$ cat src/rtl/axil_cfg_pkg.sv
// axil_cfg_pkg: shared types and encodings for the AXI4-Lite to cfg-port bridge
package axil_cfg_pkg;

    typedef enum logic [2:0] {
        IDLE,
        WR_ISSUE,
        WR_RESP,
        RD_ISSUE,
        RD_WAIT,
        RD_RESP
    } state_e;

    typedef enum logic {
        PRIO_WRITE = 1'b0,
        PRIO_READ  = 1'b1
    } prio_e;

    localparam logic [1:0] RESP_OKAY   = 2'b00;
    localparam logic [1:0] RESP_SLVERR = 2'b10;

endpackage

$ cat src/rtl/axil_cfg_bridge.sv
// axil_cfg_bridge: serialises AXI4-Lite accesses onto a one-cycle-latency BRAM-style cfg port
module axil_cfg_bridge
    import axil_cfg_pkg::*;
#(
    parameter int ADDR_WIDTH = 32,
    parameter int DATA_WIDTH = 32
) (
    input  logic                    clk,
    input  logic                    rstn,
    input  logic [ADDR_WIDTH-1:0]   s_awaddr,
    input  logic                    s_awvalid,
    output logic                    s_awready,
    input  logic [DATA_WIDTH-1:0]   s_wdata,
    input  logic [DATA_WIDTH/8-1:0] s_wstrb,
    input  logic                    s_wvalid,
    output logic                    s_wready,
    output logic [1:0]              s_bresp,
    output logic                    s_bvalid,
    input  logic                    s_bready,
    input  logic [ADDR_WIDTH-1:0]   s_araddr,
    input  logic                    s_arvalid,
    output logic                    s_arready,
    output logic [DATA_WIDTH-1:0]   s_rdata,
    output logic [1:0]              s_rresp,
    output logic                    s_rvalid,
    input  logic                    s_rready,
    output logic                    bram_cfg_en,
    output logic [DATA_WIDTH/4-1:0] bram_cfg_we,
    output logic [ADDR_WIDTH-1:0]   bram_cfg_addr,
    output logic [DATA_WIDTH-1:0]   bram_cfg_data,
    input  logic [DATA_WIDTH-1:0]   bram_cfg_rdbk
);

    state_e                  state_q;
    prio_e                   prio_q;
    logic                    aw_held_q, w_held_q;
    logic [ADDR_WIDTH-1:0]   awaddr_q;
    logic [DATA_WIDTH-1:0]   wdata_q;
    logic [DATA_WIDTH/8-1:0] wstrb_q;
    logic                    bvalid_q, rvalid_q, en_q;
    logic [1:0]              bresp_q;
    logic [DATA_WIDTH-1:0]   rdata_q, data_q;
    logic [DATA_WIDTH/4-1:0] we_q;
    logic [ADDR_WIDTH-1:0]   addr_q;

    logic                    idle, contention, ar_win, wr_win;
    logic                    aw_take, w_take, ar_take, wr_go;
    logic [ADDR_WIDTH-1:0]   wr_addr;
    logic [DATA_WIDTH-1:0]   wr_data;
    logic [DATA_WIDTH/8-1:0] wr_strb;

    assign s_bvalid      = bvalid_q;
    assign s_bresp       = bresp_q;
    assign s_rvalid      = rvalid_q;
    assign s_rdata       = rdata_q;
    assign s_rresp       = RESP_OKAY;
    assign bram_cfg_en   = en_q;
    assign bram_cfg_we   = we_q;
    assign bram_cfg_addr = addr_q;
    assign bram_cfg_data = data_q;

    // Ready generation and arbitration; rstn gating keeps every ready low while in reset
    always_comb begin
        idle       = (state_q == IDLE) && rstn;
        contention = idle && !aw_held_q && !w_held_q && s_arvalid && (s_awvalid || s_wvalid);
        ar_win     = contention && (prio_q == PRIO_READ);
        wr_win     = contention && (prio_q == PRIO_WRITE);
        s_awready  = idle && !aw_held_q && !ar_win;
        s_wready   = idle && !w_held_q && !ar_win;
        s_arready  = idle && !aw_held_q && !w_held_q && !wr_win;
        aw_take    = s_awvalid && s_awready;
        w_take     = s_wvalid && s_wready;
        ar_take    = s_arvalid && s_arready;
        wr_go      = (aw_held_q || aw_take) && (w_held_q || w_take);
        wr_addr    = aw_held_q ? awaddr_q : s_awaddr;
        wr_data    = w_held_q ? wdata_q : s_wdata;
        wr_strb    = w_held_q ? wstrb_q : s_wstrb;
    end

    // Access FSM with registered AXI responses and cfg strobe
    always_ff @(posedge clk or negedge rstn) begin
        if (!rstn) begin
            state_q   <= IDLE;
            prio_q    <= PRIO_WRITE;
            aw_held_q <= 1'b0;
            w_held_q  <= 1'b0;
            awaddr_q  <= '0;
            wdata_q   <= '0;
            wstrb_q   <= '0;
            bvalid_q  <= 1'b0;
            bresp_q   <= RESP_OKAY;
            rvalid_q  <= 1'b0;
            rdata_q   <= '0;
            en_q      <= 1'b0;
            we_q      <= '0;
            addr_q    <= '0;
            data_q    <= '0;
        end else begin
            en_q <= 1'b0;
            we_q <= '0;
            case (state_q)
                IDLE: begin
                    if (wr_go) begin
                        aw_held_q <= 1'b0;
                        w_held_q  <= 1'b0;
                        if (&wr_strb) begin
                            state_q <= WR_ISSUE;
                            en_q    <= 1'b1;
                            we_q    <= '1;
                            addr_q  <= wr_addr;
                            data_q  <= wr_data;
                        end else begin
                            state_q  <= WR_RESP;
                            bvalid_q <= 1'b1;
                            bresp_q  <= RESP_SLVERR;
                        end
                    end else begin
                        if (aw_take) begin
                            aw_held_q <= 1'b1;
                            awaddr_q  <= s_awaddr;
                        end
                        if (w_take) begin
                            w_held_q <= 1'b1;
                            wdata_q  <= s_wdata;
                            wstrb_q  <= s_wstrb;
                        end
                        if (ar_take) begin
                            state_q <= RD_ISSUE;
                            en_q    <= 1'b1;
                            addr_q  <= s_araddr;
                        end
                    end
                end
                WR_ISSUE: begin
                    state_q  <= WR_RESP;
                    bvalid_q <= 1'b1;
                    bresp_q  <= RESP_OKAY;
                end
                WR_RESP: begin
                    if (s_bready) begin
                        state_q  <= IDLE;
                        bvalid_q <= 1'b0;
                        prio_q   <= PRIO_READ;
                    end
                end
                RD_ISSUE: state_q <= RD_WAIT;
                RD_WAIT: begin
                    state_q  <= RD_RESP;
                    rdata_q  <= bram_cfg_rdbk;
                    rvalid_q <= 1'b1;
                end
                RD_RESP: begin
                    if (s_rready) begin
                        state_q  <= IDLE;
                        rvalid_q <= 1'b0;
                        prio_q   <= PRIO_WRITE;
                    end
                end
                default: state_q <= IDLE;
            endcase
        end
    end

endmodule

$ cat config.mk
export PLATFORM = sky130hd
export DESIGN_NAME = axil_cfg_bridge
export DESIGN_NICKNAME = d
export VERILOG_FILES = /design/src/rtl/axil_cfg_pkg.sv /design/src/rtl/axil_cfg_bridge.sv
export SDC_FILE = /design/constraint.sdc
export NUM_CORES = 1
export LEC_CHECK = 0
export ABC_AREA = 1
export CAP_MARGIN = 20
export CORE_UTILIZATION = 47
export DETAILED_ROUTE_END_ITERATION = 10
export GPL_TIMING_DRIVEN = 1
export PLACE_DENSITY = 0.8
export SLEW_MARGIN = 10
export SYNTH_ARGS = -nofsm -noshare
export SYNTH_HDL_FRONTEND = slang
export SYNTH_SLANG_ARGS = --single-unit
$ cat constraint.sdc
create_clock -name clk -period 2.3 [get_ports clk]
set_clock_uncertainty 0.2 [all_clocks]
set_input_delay 0.46 -clock clk [delete_from_list [all_inputs] [get_ports clk]]
set_output_delay 0.46 -clock clk [all_outputs]
set_load 0.02 [all_outputs]
Word level (Yosys, flattened, before mapping). Index checks and enable logic that the tools add are counted. Widths: inputs -> output; s select.

Register bits: 183. Latch bits: 0. RAM bits: 0. Bits in read-only memories: 0. Bits of input ports: 139. Output and inout bits: 114. Logic and storage cells: 104. Memories: 0.

Add/sub/neg operators: 0. $mul: 0. Divide/modulo/power cells: 0. $lt $le $gt $ge: 0. Equal/unequal tests: 11. Shift-type cells: 0. Multiplexer cells: 34. Bitwise logic cells: 2. Reductions and logical operators: 42.

Operator list (count): $mux 32 (5); $mux 8 (3); $pmux 3 s6 (1); $reduce_and 3->1 (6); $logic_and 1x1->1 (15); $mux 1 (13); $mux 3 (4); $reduce_bool 2->1 (6); $ne 2x2->1 const B (4); $reduce_and 4->1 (2); $eq 3x2->1 const B (2); $eq 3x3->1 const B (2); $mux 2 (3); $reduce_and 2->1 (3); $reduce_and 6->1 (1); $logic_not 1->1 (4); $mux 4 (1); $pmux 1 s2 (2); $pmux 2 s2 (1); $eq 3x1->1 const B (1); $logic_not 3->1 (1); $logic_or 1x1->1 (3); $ne 3x3->1 const B (1); $pmux 1 s3 (1); other kinds (3) (4).

Depth between registers and ports, before layout. Gate-level depths: netlist (run 1).

Depth after elaboration: 14. Mapped depth: 12. Gate-level depth less buffers: 11.

Least setup slack after synthesis (run 1). No wires, ideal clock.

Path type: flip-flop to output port. Start point: reg w_held_q. End point: out s_wready. Arrival time: 1.444 ns. Required time: 1.640 ns. Slack: 0.196 ns. Stages on the path, launching flop included: 5. Path buffers: 3. Cell sequence: dfrtp_1 clkbuf_1 clkbuf_1 clkbuf_1 nor3_1.

Longest elaborated chain between the ends: 7. Elaborated cells on any way between the ends: 8. Classes of those cells: reduce/logical (8).

RTL lines: start: declaration (RTL line axil_cfg_bridge.sv:36) `logic aw_held_q, w_held_q;`; start signal: assignment (RTL line axil_cfg_bridge.sv:86) `w_held_q <= 1'b0;`; start signal: assignment (RTL line axil_cfg_bridge.sv:105) `w_held_q <= 1'b0;`; start signal: assignment (RTL line axil_cfg_bridge.sv:123) `w_held_q <= 1'b1;`; $logic_not 1->1 * (RTL line axil_cfg_bridge.sv:65, axil_cfg_bridge.sv:69); $logic_and 1x1->1 (3 in series) (RTL line axil_cfg_bridge.sv:65) `contention = idle && !aw_held_q && !w_held_q && s_arvalid && (s_awvalid || s_wvalid);`; $logic_and 1x1->1 (RTL line axil_cfg_bridge.sv:66) `ar_win = contention && (prio_q == PRIO_READ);`; $logic_not 1->1 (RTL line axil_cfg_bridge.sv:69) `s_wready = idle && !w_held_q && !ar_win;`; $logic_and 1x1->1 * (RTL line axil_cfg_bridge.sv:69); end: declaration (RTL line axil_cfg_bridge.sv:16) `output logic s_wready,`.

Mark *: on every way between the ends. The rest lies on a longest branch, timed or not.

Worst setup path in the final report (run 1).
Start point: reg state_q[0]. End point: out s_wready.

Longest elaborated chain between the ends: 9. Elaborated cells on any way between the ends: 10. Classes of those cells: reduce/logical (10).

RTL lines: start: declaration (RTL line axil_cfg_bridge.sv:34) `state_e state_q;`; start signal: assignment (RTL line axil_cfg_bridge.sv:83) `state_q <= IDLE;`; start signal: assignment (RTL line axil_cfg_bridge.sv:107) `state_q <= WR_ISSUE;`; start signal: assignment (RTL line axil_cfg_bridge.sv:113) `state_q <= WR_RESP;`; $logic_not 3->1 * (RTL line axil_cfg_bridge.sv:64) `idle = (state_q == IDLE) && rstn;`; $logic_and 1x1->1 * (RTL line axil_cfg_bridge.sv:64); $logic_and 1x1->1 (4 in series) (RTL line axil_cfg_bridge.sv:65); $logic_and 1x1->1 (RTL line axil_cfg_bridge.sv:66); $logic_not 1->1 (RTL line axil_cfg_bridge.sv:69); $logic_and 1x1->1 * (RTL line axil_cfg_bridge.sv:69).

Marked as above.

==> results of run 1 <==
[what timing repair did]
action | 4_1_cts | 5_1_grt
buffers inserted | 0 | 6
gates resized for setup | 19 | 47
hold buffers | 1 | 0
cloned | 0 | 5
setup endpoints to repair | 3 | 20
pin swaps | 0 | 9
endpoints found under the hold margin | 19 | 0
[critical path, delay by kind of cell (launching register included)]
| family | cells | cell delay, ps |
|---|---|---|
| AND/OR/NAND/NOR | 6 | 830 |
| flip-flops | 1 | 390 |
| buffers and inverters | 1 | 160 |
[worst paths after layout]
path / start / end / slack, ps / cells past startpoint
worst max-delay path: state_q[0]$_DFFE_PN0P_ / s_wready / -160 / 7
worst min-delay path: bram_cfg_addr[10]$_DFFE_PN0P_ / bram_cfg_addr[10]$_DFFE_PN0P_ / 270 / 2
worst max register to register: state_q[0]$_DFFE_PN0P_ / wdata_q[20]$_DFFE_PN0P_ / 30 / 14
worst min register to register: bram_cfg_addr[10]$_DFFE_PN0P_ / bram_cfg_addr[10]$_DFFE_PN0P_ / 270 / 2
max in group asynchronous: rstn / wdata_q[6]$_DFFE_PN0P_ / 350 / 4
min in group asynchronous: rstn / awaddr_q[19]$_DFFE_PN0P_ / 360 / 3
[logic make-up after synthesis]
kind of cell / share of synthesized area (%)
AOI/OAI and AO/OA: 12.72
buffers and inverters: 8.985
DFF: 53.12
muxes: 4.492
other: 0.04549
and+or+nand+nor: 20.64
[report_power, final]
part	internal (W)	switching [W]
Sequential	0.00452	0.000702
Combinational	0.00359	0.00436
Clock	0.00145	0.00136
[synthesized netlist by cell type, drive strengths merged]
cell type,count,share of area [%]
nor3,3,0.18
clkbuf,22,1.0
conb,1,0.045
o21ai,168,12
dfrtp,175,53
nor2,15,0.80
a21oi,5,0.30
buf,45,4.1
mux2i,1,0.12
mux2,32,4.4
o22ai,1,0.076
nand4,1,0.076
a31oi,1,0.076
o211ai,3,0.50
inv,86,3.9
o2111ai,1,0.11
nand2,316,15
nand3,74,4.7
[final cells by class]
class / instances / share of cell area (%)
clock buffers: 17 / 3.549
clock inverters: 15 / 1.232
inverters: 86 / 2.735
multi-input cells: 624 / 26.91
flip-flops and latches: 175 / 36.56
well taps: 225 / 2.349
repair buffers: 312 / 26.67
[through the flow]
step | setup WS [ps] | power [W] | setup TNS, ps | area, um^2 | hold slack (ps)
finish | -164.8 | 0.01598 | -409.8 | 11990 | 269.7
global route | -260.1 | 0.01702 | -2116 | 11990 | 289.3
CTS | -134.1 | 0.01561 | -335.2 | 11680 | 275.2
detailed placement | -555.3 | 0.01274 | -32600 | 11100 | 257.6
global placement | -546.8 | 0.01250 | -26430 | 11100 | 254.2
floorplan | 196.3 | 0.009511 | 0 | 8252 | -35.59
[routing by layer]
layer	part of all wire, %	global-route usage, %	vias up
li1	-	-	3578
met1	41	30.44	3516
met2	50	40.16	277
met3	7.2	6.349	27
met4	1.4	7.116	2
met5	0.054	0	-
[registers in the layout, indices dropped and copies added (netlist names)]
register,count
state_q,3
bram_cfg_en,1
bram_cfg_data,32
bram_cfg_we,1
prio_q,1
bram_cfg_addr,32
s_bvalid,1
aw_held_q,1
awaddr_q,32
s_bresp,1
wdata_q,32
wstrb_q,4
s_rvalid,1
s_rdata,32
w_held_q,1
==> run_results.csv, run 1 <==
group,metric,value,unit
logic_synthesis,synth_cells,950,
outcome,failing_checks,"setup timing",
detailed_routing,drt_iter0_markers,492,
placed_design,gpl.final_weighted_congestion,0.8250,
detailed_routing,drt.antenna.violating_nets,0,
finish,antennaDiodeCount,0,
die,core_rows,48,
finish,postLayoutCoreUtil,69.54,%
grt,antenna_found_initial,1,
cts,ctsHtreeMaxLevel,4,
detailed_routing,firstDrtPassIters,5,
timing,setup_slack,-164.8,ps
detailed_routing,drcViolationCount,0,
grt,first_global_vias,6817,
die,start_util,47.83,%
finish,ff_latch_area,0.004382,mm^2
worst_setup_path,cp-end-kind,"primary output",
worst_setup_path,worst_path_largest_cell_delay,390,ps
cts,clk-insertion-delay-late,430,ps
finish,final_layout_size_suffix_gt1_share,15.46,%
finish,final_common_cell,"sky130_fd_sc_hd__nand2_1",
worst_setup_path,critPathArrivalTime,1800,ps
logic_synthesis,synth.avg_cell_area,8.678,um^2
grt,grt_pass1_wl,34080,um
finish,mostFrequentLayoutCells,"306 x sky130_fd_sc_hd__nand2_1, 245 x sky130_fd_sc_hd__clkdlybuf4s50_1, 173 x sky130_fd_sc_hd__dfrtp_1",
die,fp.dieW,134.4,um
logic_synthesis,ys_warn_count,0,
worst_setup_path,crit_path_start_kind,"flop",
hold_path,min_path_type,"flop to flop",
finish,fillers,1324,
cts,num_cts_buffers,17,
worst_setup_path,critPathMaxFanout,2,
timing,rsz0062_at_grt,"yes",
worst_setup_path,worstPathCellList,"nor2_2, nand3_2, nor2_4, nand2_2, nor3_4, nor3_2, buf_4",
cts,cts-root-buf,"sky130_fd_sc_hd__clkbuf_16",
timing,max_slew_violation_total_from_the_final_report,0,
worst_setup_path,worstPathRequired,1640,ps
finish,layout.cells.non_filler,1454,
finish,synthToLayoutAreaGrowth,45.39,%
timing,final-setup-viol-count,3,
die,chipHeight,134.4,um
power,peak_ir_drop_on_the_vdd_network,0.0007105,V
die,die_area,0.01807,mm^2
worst_setup_path,timing.critical_path.slowest_stage_cell,"sky130_fd_sc_hd__dfrtp_1",
logic_synthesis,synth.cell_area,0.008244,mm^2
logic_synthesis,distinct_cell_type_count_of_the_synthesized_netlist,32,
die,placeableCoreArea,0.01724,mm^2
timing,max_slew.worst_pin.slew,907.8,ps
logic_synthesis,sequential_fraction_of_the_synthesis_area,53.12,%
outcome,outcome,"finished with violations",
timing,final_hold_viol_count,0,
logic_synthesis,synth_seq_cells,175,
die,ios,253,
cts,clk_pin_slew,70,ps
finish,num-nets-final,1355,
cts,cts_tree,"yes",
power,leakagePower,5.599,nW
detailed_routing,route.detailed.vias_per_inst,5.089,
detailed_routing,routed-via-count,7400,
timing,final.period_utilization,107.2,%
grt,global_route_overflow,0,
timing,timing.final.crit_period,2465,ps
cts,cts_buffer_depth,2,
finish,area_used_by_multi_input_combinational_logic,0.003226,mm^2
timing,timing.fmax,405.7,MHz
detailed_routing,wire_per_inst,15.29,um
placed_design,dpl.hpwl,14780,um
run,maxCapViolCount,0,
grt,grt.total_usage,23.97,%
timing,slew-limit-headroom,39.48,%
placed_design,placed_cells_incl_taps,1410,
grt,maximum_number_of_pins_on_one_net_before_global_route_repair,157,
power,power_density,1333,mW/mm^2
cts,clock-sinks,175,
detailed_routing,detail_route.wirelength,22230,um
worst_setup_path,timing_worst_setup_path_type,"flop to primary output",
placed_design,place.port_buffers,249,
(Power assumes the default switching activity.)
==> inputs of run 2 (changes only) <==
--- a/config.mk
+++ b/config.mk
@@ -6,7 +6,7 @@
 export NUM_CORES = 1
 export LEC_CHECK = 0
 export ABC_AREA = 1
-export CAP_MARGIN = 20
+export CORE_MARGIN = 8
 export CORE_UTILIZATION = 47
 export DETAILED_ROUTE_END_ITERATION = 10
 export GPL_TIMING_DRIVEN = 1
==> run_results.csv, run 2 (same netlist as run 1, synthesis figures left out) <==
group,metric,value,unit
finish,layout.cells.non_filler,1450,
finish,antennaDiodeCount,0,
cts,clk-insertion-delay-late,420,ps
detailed_routing,route.detailed.vias_per_inst,5.032,
cts,num_cts_buffers,17,
finish,postLayoutCoreUtil,69.44,%
grt,grt_pass1_wl,38050,um
timing,rsz0062_at_grt,"yes",
cts,ctsHtreeMaxLevel,4,
detailed_routing,detail_route.wirelength,23970,um
worst_setup_path,timing_worst_setup_path_type,"flop to primary output",
detailed_routing,drt_iter0_markers,303,
cts,clock-sinks,175,
placed_design,dpl.hpwl,16590,um
worst_setup_path,critPathMaxFanout,2,
detailed_routing,drt.antenna.violating_nets,0,
die,fp.dieW,148.4,um
cts,cts_buffer_depth,2,
placed_design,place.port_buffers,249,
worst_setup_path,worstPathRequired,1640,ps
die,core_rows,48,
finish,num-nets-final,1351,
worst_setup_path,crit_path_start_kind,"flop",
placed_design,placed_cells_incl_taps,1405,
die,ios,253,
grt,maximum_number_of_pins_on_one_net_before_global_route_repair,148,
timing,timing.final.crit_period,2376,ps
grt,antenna_found_initial,0,
detailed_routing,firstDrtPassIters,4,
grt,grt.total_usage,21.47,%
power,leakagePower,5.622,nW
timing,max_slew_violation_total_from_the_final_report,0,
die,placeableCoreArea,0.01724,mm^2
timing,slew-limit-headroom,45.10,%
grt,first_global_vias,7446,
run,maxCapViolCount,0,
hold_path,min_path_type,"flop to flop",
outcome,failing_checks,"setup timing",
timing,final-setup-viol-count,8,
cts,cts-root-buf,"sky130_fd_sc_hd__clkbuf_16",
die,die_area,0.02203,mm^2
timing,final.period_utilization,103.3,%
timing,fin_tns_setup,-232.8,ps
cts,cts_tree,"yes",
die,start_util,47.83,%
placed_design,dpl_worst_slack,-510.0,ps
detailed_routing,drcViolationCount,0,
worst_setup_path,critPathArrivalTime,1720,ps
finish,final_common_cell,"sky130_fd_sc_hd__nand2_1",
detailed_routing,routed-via-count,7297,
finish,synthToLayoutAreaGrowth,45.18,%
timing,setup_slack,-75.81,ps
placed_design,gpl.final_weighted_congestion,0.8371,
timing,timing.fmax,420.9,MHz
die,chipHeight,148.4,um
finish,mostFrequentLayoutCells,"306 x sky130_fd_sc_hd__nand2_1, 245 x sky130_fd_sc_hd__clkdlybuf4s50_1, 173 x sky130_fd_sc_hd__dfrtp_1",
finish,final_layout_size_suffix_gt1_share,15.02,%
power,peak_ir_drop_on_the_vdd_network,0.0007407,V
power,power_density,1334,mW/mm^2
worst_setup_path,cp-end-kind,"primary output",
cts,clk_pin_slew,70,ps
detailed_routing,wire_per_inst,16.53,um
timing,max_slew.worst_pin.slew,823.4,ps
worst_setup_path,timing.reg2reg.setup_slack,50,ps
grt,global_route_overflow,0,
timing,final_hold_viol_count,0,
outcome,outcome,"finished with violations",
-- run 2: path summary, 6_finish.rpt --
path	end	depth (start not counted)	from
min in group asynchronous	awaddr_q[10]$_DFFE_PN0P_	3	rstn
min reg2reg	bram_cfg_addr[4]$_DFFE_PN0P_	2	bram_cfg_addr[4]$_DFFE_PN0P_
min	bram_cfg_addr[4]$_DFFE_PN0P_	2	bram_cfg_addr[4]$_DFFE_PN0P_
max reg2reg	wdata_q[3]$_DFFE_PN0P_	13	state_q[1]$_DFFE_PN0P_
max	s_wready	7	state_q[1]$_DFFE_PN0P_
max in group asynchronous	s_rdata[29]$_DFFE_PN0P_	4	rstn
-- run 2: layout make-up --
cell class | instances | area (um^2)
Clock buffer | 17 | 425.4
Sequential cell | 175 | 4382
Timing Repair Buffer | 308 | 3173
Clock inverter | 15 | 171.4
Inverter | 86 | 325.3
Tap cell | 225 | 281.5
Fill cell | 1323 | 5268
Multi-Input combinational cell | 624 | 3211
-- run 2: worst max-delay path: stages, from the launching register on --
cell and delay [ps]:
sky130_fd_sc_hd__dfrtp_1 410, sky130_fd_sc_hd__nor2_4 130, sky130_fd_sc_hd__nand3_2 110, sky130_fd_sc_hd__nor2_4 130, sky130_fd_sc_hd__nand2_2 90, sky130_fd_sc_hd__nor3_4 200, sky130_fd_sc_hd__nor3_2 60, sky130_fd_sc_hd__buf_4 170
-- run 2: metal layers --
metal / vias up / share of wire, % / GRT usage [%]
met4: 0 / 2.8 / 8.312
li1: 3563 / - / -
met1: 3438 / 41 / 25.92
met3: 48 / 7.9 / 6.442
met2: 248 / 48 / 35.39
met5: - / 0 / 0
-- run 2: per-stage QoR --
| stage | hold WS [ps] | power (W) | cell area [um^2] |
|---|---|---|---|
| finish | 272.7 | 0.01597 | 11970 |
| floorplan | -35.59 | 0.009511 | 8252 |
| detailed placement | 258.7 | 0.01280 | 11100 |
| global placement | 255.6 | 0.01254 | 11100 |
| global route | 291.5 | 0.01702 | 11970 |
| CTS | 276.4 | 0.01585 | 11750 |
-- run 2: repair_timing --
action	4_1_cts	5_1_grt
pin swaps	4	8
gates cloned	0	3
setup endpoints to repair	4	96
hold buffers	1	0
buffers inserted	1	8
gates resized for setup	30	16
hold endpoints to repair	28	0
-- run 2: where the power goes --
group | internal [W] | switching (W) | leakage [nW]
Combinational | 0.00349 | 0.00434 | 3.15
Sequential | 0.00452 | 0.000701 | 2.18
Clock | 0.00155 | 0.00138 | 0.294
